[src/rtl/decode_stage_pipelined.sv]
// MIPS decode stage: IF/ID register, control decode, bypassed 2R1W
// register file and ID/EX register with stall, flush and load-use bubbles.
`timescale 1ns/1ps
module decode_stage_pipelined #(
   parameter int DATA_W     = 32,
   parameter int PC_W       = 32,
   parameter int REG_ADDR_W = 5
) (
   input  logic                  clk,
   input  logic                  rst,
   input  logic                  if_valid,
   output logic                  if_ready,
   input  logic [PC_W-1:0]       if_pc,
   input  logic [31:0]           if_instr,
   input  logic                  flush,
   input  logic                  wb_we,
   input  logic [REG_ADDR_W-1:0] wb_addr,
   input  logic [DATA_W-1:0]     wb_data,
   input  logic                  ex_ready,
   output logic                  ex_valid,
   output logic [PC_W-1:0]       ex_pc,
   output logic [DATA_W-1:0]     ex_rd1,
   output logic [DATA_W-1:0]     ex_rd2,
   output logic [DATA_W-1:0]     ex_imm,
   output logic [REG_ADDR_W-1:0] ex_rs,
   output logic [REG_ADDR_W-1:0] ex_rt,
   output logic [REG_ADDR_W-1:0] ex_rd,
   output logic                  ex_reg_dst,
   output logic                  ex_branch,
   output logic                  ex_mem_read,
   output logic                  ex_mem_to_reg,
   output logic                  ex_mem_write,
   output logic                  ex_alu_src,
   output logic                  ex_reg_write,
   output logic [1:0]            ex_alu_op
);
   localparam int NUM_REGS = 2**REG_ADDR_W;
   localparam logic [5:0] OP_R   = 6'h00;
   localparam logic [5:0] OP_LW  = 6'h23;
   localparam logic [5:0] OP_SW  = 6'h2B;
   localparam logic [5:0] OP_BEQ = 6'h04;

   logic                  r_id_valid;
   logic [PC_W-1:0]       r_id_pc;
   logic [31:0]           r_id_instr;
   logic [DATA_W-1:0]     r_rf [NUM_REGS];

   logic                  r_ex_valid;
   logic [PC_W-1:0]       r_ex_pc;
   logic [DATA_W-1:0]     r_ex_rd1;
   logic [DATA_W-1:0]     r_ex_rd2;
   logic [DATA_W-1:0]     r_ex_imm;
   logic [REG_ADDR_W-1:0] r_ex_rs;
   logic [REG_ADDR_W-1:0] r_ex_rt;
   logic [REG_ADDR_W-1:0] r_ex_rd;
   logic                  r_ex_reg_dst;
   logic                  r_ex_branch;
   logic                  r_ex_mem_read;
   logic                  r_ex_mem_to_reg;
   logic                  r_ex_mem_write;
   logic                  r_ex_alu_src;
   logic                  r_ex_reg_write;
   logic [1:0]            r_ex_alu_op;

   logic [5:0]            w_op;
   logic [REG_ADDR_W-1:0] w_rs;
   logic [REG_ADDR_W-1:0] w_rt;
   logic [REG_ADDR_W-1:0] w_rd;
   logic                  w_is_r;
   logic                  w_is_lw;
   logic                  w_is_sw;
   logic                  w_is_beq;
   logic                  w_uses_rt;
   logic                  w_hazard;
   logic                  w_ex_go;
   logic                  w_advance;
   logic                  w_if_ready;
   logic [DATA_W-1:0]     w_rd1;
   logic [DATA_W-1:0]     w_rd2;
   logic [DATA_W-1:0]     w_imm;
   logic                  w_reg_dst;
   logic                  w_branch;
   logic                  w_mem_read;
   logic                  w_mem_to_reg;
   logic                  w_mem_write;
   logic                  w_alu_src;
   logic                  w_reg_write;
   logic [1:0]            w_alu_op;

   assign w_op     = r_id_instr[31:26];
   assign w_rs     = r_id_instr[21 +: REG_ADDR_W];
   assign w_rt     = r_id_instr[16 +: REG_ADDR_W];
   assign w_rd     = r_id_instr[11 +: REG_ADDR_W];
   assign w_is_r   = (w_op == OP_R);
   assign w_is_lw  = (w_op == OP_LW);
   assign w_is_sw  = (w_op == OP_SW);
   assign w_is_beq = (w_op == OP_BEQ);
   assign w_uses_rt = w_is_r | w_is_sw | w_is_beq;

   // A load in EX cannot forward yet, so a dependent instr waits a cycle
   assign w_hazard = r_ex_valid && r_ex_mem_read && (r_ex_rt != '0) &&
                     ((r_ex_rt == w_rs) || (w_uses_rt && (r_ex_rt == w_rt)));

   assign w_ex_go    = !r_ex_valid || ex_ready;
   assign w_advance  = r_id_valid && !w_hazard && w_ex_go;
   assign w_if_ready = !rst && !flush && (!r_id_valid || w_advance);

   assign w_rd1 = (w_rs == '0) ? '0 :
                  (wb_we && (wb_addr == w_rs)) ? wb_data : r_rf[w_rs];
   assign w_rd2 = (w_rt == '0) ? '0 :
                  (wb_we && (wb_addr == w_rt)) ? wb_data : r_rf[w_rt];
   assign w_imm = DATA_W'($signed(r_id_instr[15:0]));

   always_comb begin
      w_reg_dst    = 1'b0;
      w_branch     = 1'b0;
      w_mem_read   = 1'b0;
      w_mem_to_reg = 1'b0;
      w_mem_write  = 1'b0;
      w_alu_src    = 1'b0;
      w_reg_write  = 1'b0;
      w_alu_op     = 2'b00;
      unique case (1'b1)
         w_is_r: begin
            w_reg_dst   = 1'b1;
            w_reg_write = 1'b1;
            w_alu_op    = 2'b10;
         end
         w_is_lw: begin
            w_alu_src    = 1'b1;
            w_mem_to_reg = 1'b1;
            w_reg_write  = 1'b1;
            w_mem_read   = 1'b1;
         end
         w_is_sw: begin
            w_alu_src   = 1'b1;
            w_mem_write = 1'b1;
         end
         w_is_beq: begin
            w_branch = 1'b1;
            w_alu_op = 2'b01;
         end
         default: ;
      endcase
   end

   always_ff @(posedge clk) begin
      if (rst) begin
         for (int i = 0; i < NUM_REGS; i++) r_rf[i] <= '0;
      end else if (wb_we && (wb_addr != '0)) begin
         r_rf[wb_addr] <= wb_data;
      end
   end

   always_ff @(posedge clk) begin
      if (rst) begin
         r_id_valid <= 1'b0;
         r_id_pc    <= '0;
         r_id_instr <= '0;
      end else if (flush) begin
         r_id_valid <= 1'b0;
      end else if (if_valid && w_if_ready) begin
         r_id_valid <= 1'b1;
         r_id_pc    <= if_pc;
         r_id_instr <= if_instr;
      end else if (w_advance) begin
         r_id_valid <= 1'b0;
      end
   end

   always_ff @(posedge clk) begin
      if (rst) begin
         r_ex_valid      <= 1'b0;
         r_ex_pc         <= '0;
         r_ex_rd1        <= '0;
         r_ex_rd2        <= '0;
         r_ex_imm        <= '0;
         r_ex_rs         <= '0;
         r_ex_rt         <= '0;
         r_ex_rd         <= '0;
         r_ex_reg_dst    <= 1'b0;
         r_ex_branch     <= 1'b0;
         r_ex_mem_read   <= 1'b0;
         r_ex_mem_to_reg <= 1'b0;
         r_ex_mem_write  <= 1'b0;
         r_ex_alu_src    <= 1'b0;
         r_ex_reg_write  <= 1'b0;
         r_ex_alu_op     <= 2'b00;
      end else if (flush || (w_ex_go && !w_advance)) begin
         r_ex_valid      <= 1'b0;
         r_ex_reg_dst    <= 1'b0;
         r_ex_branch     <= 1'b0;
         r_ex_mem_read   <= 1'b0;
         r_ex_mem_to_reg <= 1'b0;
         r_ex_mem_write  <= 1'b0;
         r_ex_alu_src    <= 1'b0;
         r_ex_reg_write  <= 1'b0;
         r_ex_alu_op     <= 2'b00;
      end else if (w_advance) begin
         r_ex_valid      <= 1'b1;
         r_ex_pc         <= r_id_pc;
         r_ex_rd1        <= w_rd1;
         r_ex_rd2        <= w_rd2;
         r_ex_imm        <= w_imm;
         r_ex_rs         <= w_rs;
         r_ex_rt         <= w_rt;
         r_ex_rd         <= w_rd;
         r_ex_reg_dst    <= w_reg_dst;
         r_ex_branch     <= w_branch;
         r_ex_mem_read   <= w_mem_read;
         r_ex_mem_to_reg <= w_mem_to_reg;
         r_ex_mem_write  <= w_mem_write;
         r_ex_alu_src    <= w_alu_src;
         r_ex_reg_write  <= w_reg_write;
         r_ex_alu_op     <= w_alu_op;
      end
   end

   assign if_ready      = w_if_ready;
   assign ex_valid      = r_ex_valid;
   assign ex_pc         = r_ex_pc;
   assign ex_rd1        = r_ex_rd1;
   assign ex_rd2        = r_ex_rd2;
   assign ex_imm        = r_ex_imm;
   assign ex_rs         = r_ex_rs;
   assign ex_rt         = r_ex_rt;
   assign ex_rd         = r_ex_rd;
   assign ex_reg_dst    = r_ex_reg_dst;
   assign ex_branch     = r_ex_branch;
   assign ex_mem_read   = r_ex_mem_read;
   assign ex_mem_to_reg = r_ex_mem_to_reg;
   assign ex_mem_write  = r_ex_mem_write;
   assign ex_alu_src    = r_ex_alu_src;
   assign ex_reg_write  = r_ex_reg_write;
   assign ex_alu_op     = r_ex_alu_op;
endmodule

[config.mk]
export PLATFORM = sky130hd
export DESIGN_NAME = decode_stage_pipelined
export DESIGN_NICKNAME = d
export VERILOG_FILES = /design/src/rtl/decode_stage_pipelined.sv
export SDC_FILE = /design/constraint.sdc
export NUM_CORES = 2
export LEC_CHECK = 0
export CAP_MARGIN = 20
export CORE_UTILIZATION = 40
export DETAILED_ROUTE_END_ITERATION = 16
export PLACE_DENSITY_LB_ADDON = 0.25
export SLEW_MARGIN = 5
export SYNTH_ARGS = -nofsm -noshare
export SYNTH_HDL_FRONTEND = slang
export SYNTH_SLANG_ARGS = --single-unit
[constraint.sdc]
create_clock -name clk -period 3 [get_ports clk]
set_input_delay 0.3 -clock clk [delete_from_list [all_inputs] [get_ports clk]]
set_output_delay 0.3 -clock clk [all_outputs]
set_load 0.05 [all_outputs]
# ---- Yosys cells after proc, flatten, opt, wreduce, memory -nomap -nowiden
# Memories as Yosys holds them, arrays and structs flattened. A register that Yosys moved wholly into a read port is not among the register bits.
# Index checks and enable logic that the tools add are counted.
dict set report word_totals {
  reg_bits 201
  ram_bits 1024
  inputBits 107
  out_inout_bits 154
  wordCells 91
  mem_count 1
}
dict set report classes {
  eq_ne 7
  mux 25
  bitwise_logic 4
  reduce_logical 36
}
# name words width rd rd_clocked_by_memory_dff wr line_no
set mem_list {}
lappend mem_list {r_rf 32 32 2 2 32 46} ;# logic [DATA_W-1:0] r_rf [NUM_REGS];
# operator count
set ops {}
lappend ops {{$mux W32} 5}
lappend ops {{$reduce_or A32 Y1} 1}
lappend ops {{$mux W5} 5}
lappend ops {{$eq A5 B5 Y1} 4}
lappend ops {{$mux W1} 14}
lappend ops {{$logic_and A1 B1 Y1} 13}
lappend ops {{$eq A6 B6 Y1 const B} 2}
lappend ops {{$logic_not A5 Y1} 2}
lappend ops {{$reduce_bool A5 Y1} 2}
lappend ops {{$reduce_or A2 Y1} 4}
lappend ops {{$eq A6 B3 Y1 const B} 1}
lappend ops {{$logic_not A1 Y1} 6}
lappend ops {{$logic_not A6 Y1} 1}
lappend ops {{$logic_or A1 B1 Y1} 4}
lappend ops {{$pmux W2 S2} 1}
lappend ops {{$reduce_and A2 Y1} 2}
lappend ops {{$not A1 Y1} 2}
lappend ops {{$or A1 B1 Y1} 2}
lappend ops {{$reduce_bool A2 Y1} 1}

# ---- Logic depth before layout (Yosys ltp)
dict set report logic_depth {
  depth_word 15
  mapped_depth 10
  ltp_nobuf 6
}

# ---- Worst setup path after synthesis
# OpenSTA, ideal clock, no wires.
dict set report synth_timing {
  kind {register -> output}
  start {register r_ex_rt[4], in the netlist ex_rt[4]}
  end {output if_ready}
  arrival_ns 2.538
  required_time_ns 2.700
  path_slack_ns 0.162
  stages_incl_launch_ff 8
  n_path_buf 1
  cell_sequence {dfxtp_1 -> or3_1 -> o311a_1 -> o2111ai_1 -> and2_1 -> buf_4 -> nand2_1 -> a21oi_1}
}
dict set report synth_via {
  elab_chain_cells 9
  word_cells_on_any_way 12
  classes_between {eq/ne (2); reduce/logical (10)}
}
# element line_no
set synth_lines {}
lappend synth_lines {{start: declaration} 54} ;# logic [REG_ADDR_W-1:0] r_ex_rt;
lappend synth_lines {{start signal: assignment} 206} ;# r_ex_rt <= w_rt;
lappend synth_lines {{$eq A5 B5 Y1} 102} ;# ((r_ex_rt == w_rs) || (w_uses_rt && (r_ex_rt == w_rt)));
lappend synth_lines {{$logic_and A1 B1 Y1} 102}
lappend synth_lines {{$logic_or A1 B1 Y1} 102}
lappend synth_lines {{$logic_and A1 B1 Y1 *} 101} ;# assign w_hazard = r_ex_valid && r_ex_mem_read && (r_ex_rt != '0) &&
lappend synth_lines {{$logic_not A1 Y1 *} 105} ;# assign w_advance = r_id_valid && !w_hazard && w_ex_go;
lappend synth_lines {{$logic_and A1 B1 Y1 * (2 in series)} 105}
lappend synth_lines {{$logic_or A1 B1 Y1 *} 106} ;# assign w_if_ready = !rst && !flush && (!r_id_valid || w_advance);
lappend synth_lines {{$logic_and A1 B1 Y1 *} 106}
lappend synth_lines {{end: declaration} 12} ;# output logic if_ready,
# Mark *: on every way between the ends. The rest lies on a longest branch, timed or not.

# ---- Final worst setup path
# Ends and elaborated chain as after synthesis.

==> impl_summary.log <==
[metrics] largest buffer count on any clock path: 3
[metrics] worst skew pair latency: 780 ps
[metrics] worst hold margin: 126 ps
[metrics] mean cell area of the mapped netlist: 15.0 sq um
[metrics] Max Freq: 344 MHz
[metrics] worst clock skew on the final layout: 29.5 ps
[metrics] worst endpoint required time: 2700 ps
[metrics] number of stages on the worst setup path: 7
[metrics] Worst slew margin: 19.1%
[metrics] outcome: finished, final reports clean
[metrics] number of failing setup endpoints in the final timing report: 0
[metrics] via total after detailed routing: 38100
[metrics] die area: 152000 sq um
[metrics] first-pass GRT wire length: 279000 um
[metrics] CP Capture Type: primary output
[metrics] worst supply voltage drop on vdd: 0.000668 V
[metrics] CP Cell Sequence: or3_4 > o311a_4 > nand4_1 > and2_4 > nand2_2 > a21oi_4 > buf_12
[metrics] count of input and output buffers: 260
[metrics] Top Ports: 261
[metrics] Hold Violations, Final: 0
[metrics] mean number of vias per cell: 6.00
[metrics] chip height: 390 um
[metrics] synthesis-to-layout area growth: 18.0%
[metrics] prevailing post-synth register cell: edfxtp_1
[metrics] Synthesis Warnings: 0
[metrics] leakage power: 23.8 nW
[metrics] footprint of the multi-input gates: 23700 sq um
[metrics] Initial Utilization: 40.5%
[metrics] post-detail-place hpwl: 123000 um
[metrics] total routing usage reported by global routing: 25.8%
[metrics] Detail Route Antenna Nets: 0
[metrics] Filler cells: 12700
[metrics] total global routing overflow: 0
[metrics] type of the tightest min-delay check: input port to flop
[metrics] Core ar.: 149000 sq um
[metrics] Slew @ Worst Pin: 1210 ps
[metrics] fraction of final layout cells sized beyond drive strength 1: 23.9%
[metrics] largest net degree at the start of global routing: 71
[metrics] DRC violations left: 0
[metrics] initial antenna violation count: 12
[metrics] cell class contributing the biggest share of worst-path delay: simple AND/OR/NAND/NOR gates
[metrics] final weighted congestion in routability-driven placement: 0.818
[metrics] Detailed Routing Iterations Pass 1: 5
[metrics] startpoint types: flop
[metrics] number of H-tree levels: 4
[metrics] arrival time at the worst endpoint: 2610 ps
[metrics] post-synthesis sequential element count: 1229
[metrics] max reg flops: 1024
[metrics] register ranked first by flip-flop count: r_rf
[metrics] Die W: 390 um
[metrics] Period minus WS final: 2910 ps
[metrics] storage element area: 34900 sq um
[metrics] final layout net count: 4342
[metrics] number of cell rows: 141
[metrics] WL final: 197000 um
[metrics] clk sink count: 1229
[metrics] Setup Crit Path Kind: flop to primary output
[metrics] post-synthesis cell type count: 45
[metrics] maxcap violations: 0
[metrics] clock root buffer: clkbuf_16
[metrics] Pwr Density: 582 nW/um^2
[metrics] clock-pin slew on the worst setup and hold paths: 60 ps
[metrics] number of synthesized flops with an enable pin: 1024
[metrics] Slew Viols, Final: 0
[metrics] number of violations reported at the end of detailed-routing iteration 0: 4448
[metrics] cell count of the worst reg-to-reg path: 7
[metrics] total negative setup slack: 0 ps
[metrics] fin area: 71000 sq um
[metrics] Largest stage delay, worst path: 380 ps
[metrics] number of cells produced by synthesis: 4010
[metrics] Critical Path Fanout Max: 5
[metrics] slowest stage cell, crit path: or3_4
[metrics] buffer and inverter count on the worst path: 1
[metrics] proportion of register bits with asynchronous set or reset after synthesis: 0%
[metrics] Final Cycle Share: 97.0%
[metrics] Worst Hold Depth: 2
[metrics] standard cell area after detailed placement: 66500 sq um
[metrics] share of the yosys chip area belonging to registers: 57.9%
[metrics] TritonCTS clock tree: done
[metrics] setup repair after global routing missed its margin: no
[metrics] number of buffers added by the clock tree synthesis step: 135
[metrics] WL/cell: 31.1 um
[metrics] synthesized area: 60200 sq um
[metrics] number of global-route vias before repair: 38200
[placed cells by master, fill, tap and decap left out, drive strengths merged, types with 2 or more instances in the layout]
cell type / n
inv: 7
mux4: 512
buf: 246
clkinvlp: 2
conb: 32
bufinv: 6
nand2b: 5
nor2b: 3
edfxtp: 1024
nand2: 15
nand3b: 6
nand4: 4
a22o: 74
and3: 2
o22ai: 256
clkdlybuf4s50: 258
a21oi: 10
xor2: 16
nor2: 170
dfxtp: 205
or4: 64
nor4: 4
nor3b: 4
a221o: 64
or3: 4
clkbuf: 186
a32oi: 3
nand3: 10
mux2i: 58
or2: 33
xnor2: 4
and2: 993
nor3: 5
or3b: 4
clkinv: 45
[cell families after synthesis]
logic type	synth area share (%)
and+or+nand+nor	13.2
DFF	57.9
muxes	20.1
buffers and inverters	3.43
AOI/OAI and AO/OA	5.01
xor gates and xnor gates	0.291
other	0.00623
[per-layer routing]
layer	vias up	global-route usage, %	part of all wire [%]
li1	15900	-	-
met5	-	0	0.011
met2	1994	42.4	49
met1	19800	33.8	39
met4	4	9.90	3.8
met3	401	4.97	8.9
[per-stage QoR]
| step | total power, W | worst slack [ps] | utilization (%) | std cells |
|---|---|---|---|---|
| after floorplan | 0.0232 | 162 | - | 4041 |
| after global placement | 0.0252 | 251 | 44.8 | 6089 |
| after detailed placement | 0.0252 | 187 | 44.8 | 6090 |
| after CTS | 0.0415 | 29.0 | 47.7 | 6337 |
| after global routing | 0.0424 | 16.7 | 47.8 | 6345 |
| final | 0.0413 | 90.2 | 47.8 | 6346 |
[where the power goes]
group	switching, W	leakage [nW]	total, W	internal [W]
Clock	0.00698	2.11	0.0164	0.00943
Sequential	0.000470	11.4	0.0198	0.0193
Combinational	0.00275	10.3	0.00511	0.00237
Total	0.0102	23.8	0.0413	0.0311
[layout make-up]
cell class / instances / area share [%]
Antenna cell: 1 / 0.00352
Clock buffer: 186 / 5.38
Clock inverter: 59 / 0.677
Inverter: 1 / 0.00529
Multi-Input combinational cell: 2363 / 33.4
Sequential cell: 1229 / 49.1
Tap cell: 2002 / 3.53
Timing Repair Buffer: 505 / 7.91
[Yosys cell counts, drive strengths merged (2+ instances only)]
cell type	instances	area, sq um
a21oi	9	48.8
a221o	64	641
a22o	74	648
a32oi	3	26.3
and2	993	6210
and3	2	12.5
buf	167	996
clkbuf	283	1060
dfxtp	205	4100
edfxtp	1024	30700
mux2i	58	581
mux4	512	11500
nand2	15	56.3
nand2b	5	31.3
nand3	10	50.1
nand3b	6	45.0
nand4	4	25.0
nor2	169	642
nor2b	3	18.8
nor3	5	25.0
nor3b	4	40.0
nor4	4	25.0
o22ai	256	1600
or2	33	206
or3	4	25.0
or3b	4	35.0
or4	64	480
xnor2	4	35.0
xor2	16	140
[final timing paths]
path	start	endpoint	slack, ps
min	if_instr[30]	r_id_instr[30]$_SDFFE_PP0P_	130
max reg2reg	r_id_instr[16]$_SDFFE_PP0P_	ex_rd2[5]$_SDFFE_PP0P_	170
max	ex_rt[4]$_SDFFE_PP0P_	if_ready	90
min reg2reg	ex_reg_dst$_SDFFE_PP0P_	ex_reg_dst$_SDFFE_PP0P_	470
[worst reg2reg max path: stages (launching register included)]
cell       delay (ps)
dfxtp_1           450
xor2_1            110
nor4_1            370
o2111ai_2         200
buf_4             190
and3_4            190
nor2_2            940
a221o_1           310
[timing repair]
action / CTS / global route
setup buffers: 2 / 0
setup endpoints to repair: 1 / 76
hold buffers: 1 / 0
resized for setup: 3 / 7
cloned: 0 / 2
pin swaps: 2 / 5
hold endpoints to repair: 1 / 0
Power figures use the tool's default switching activity.
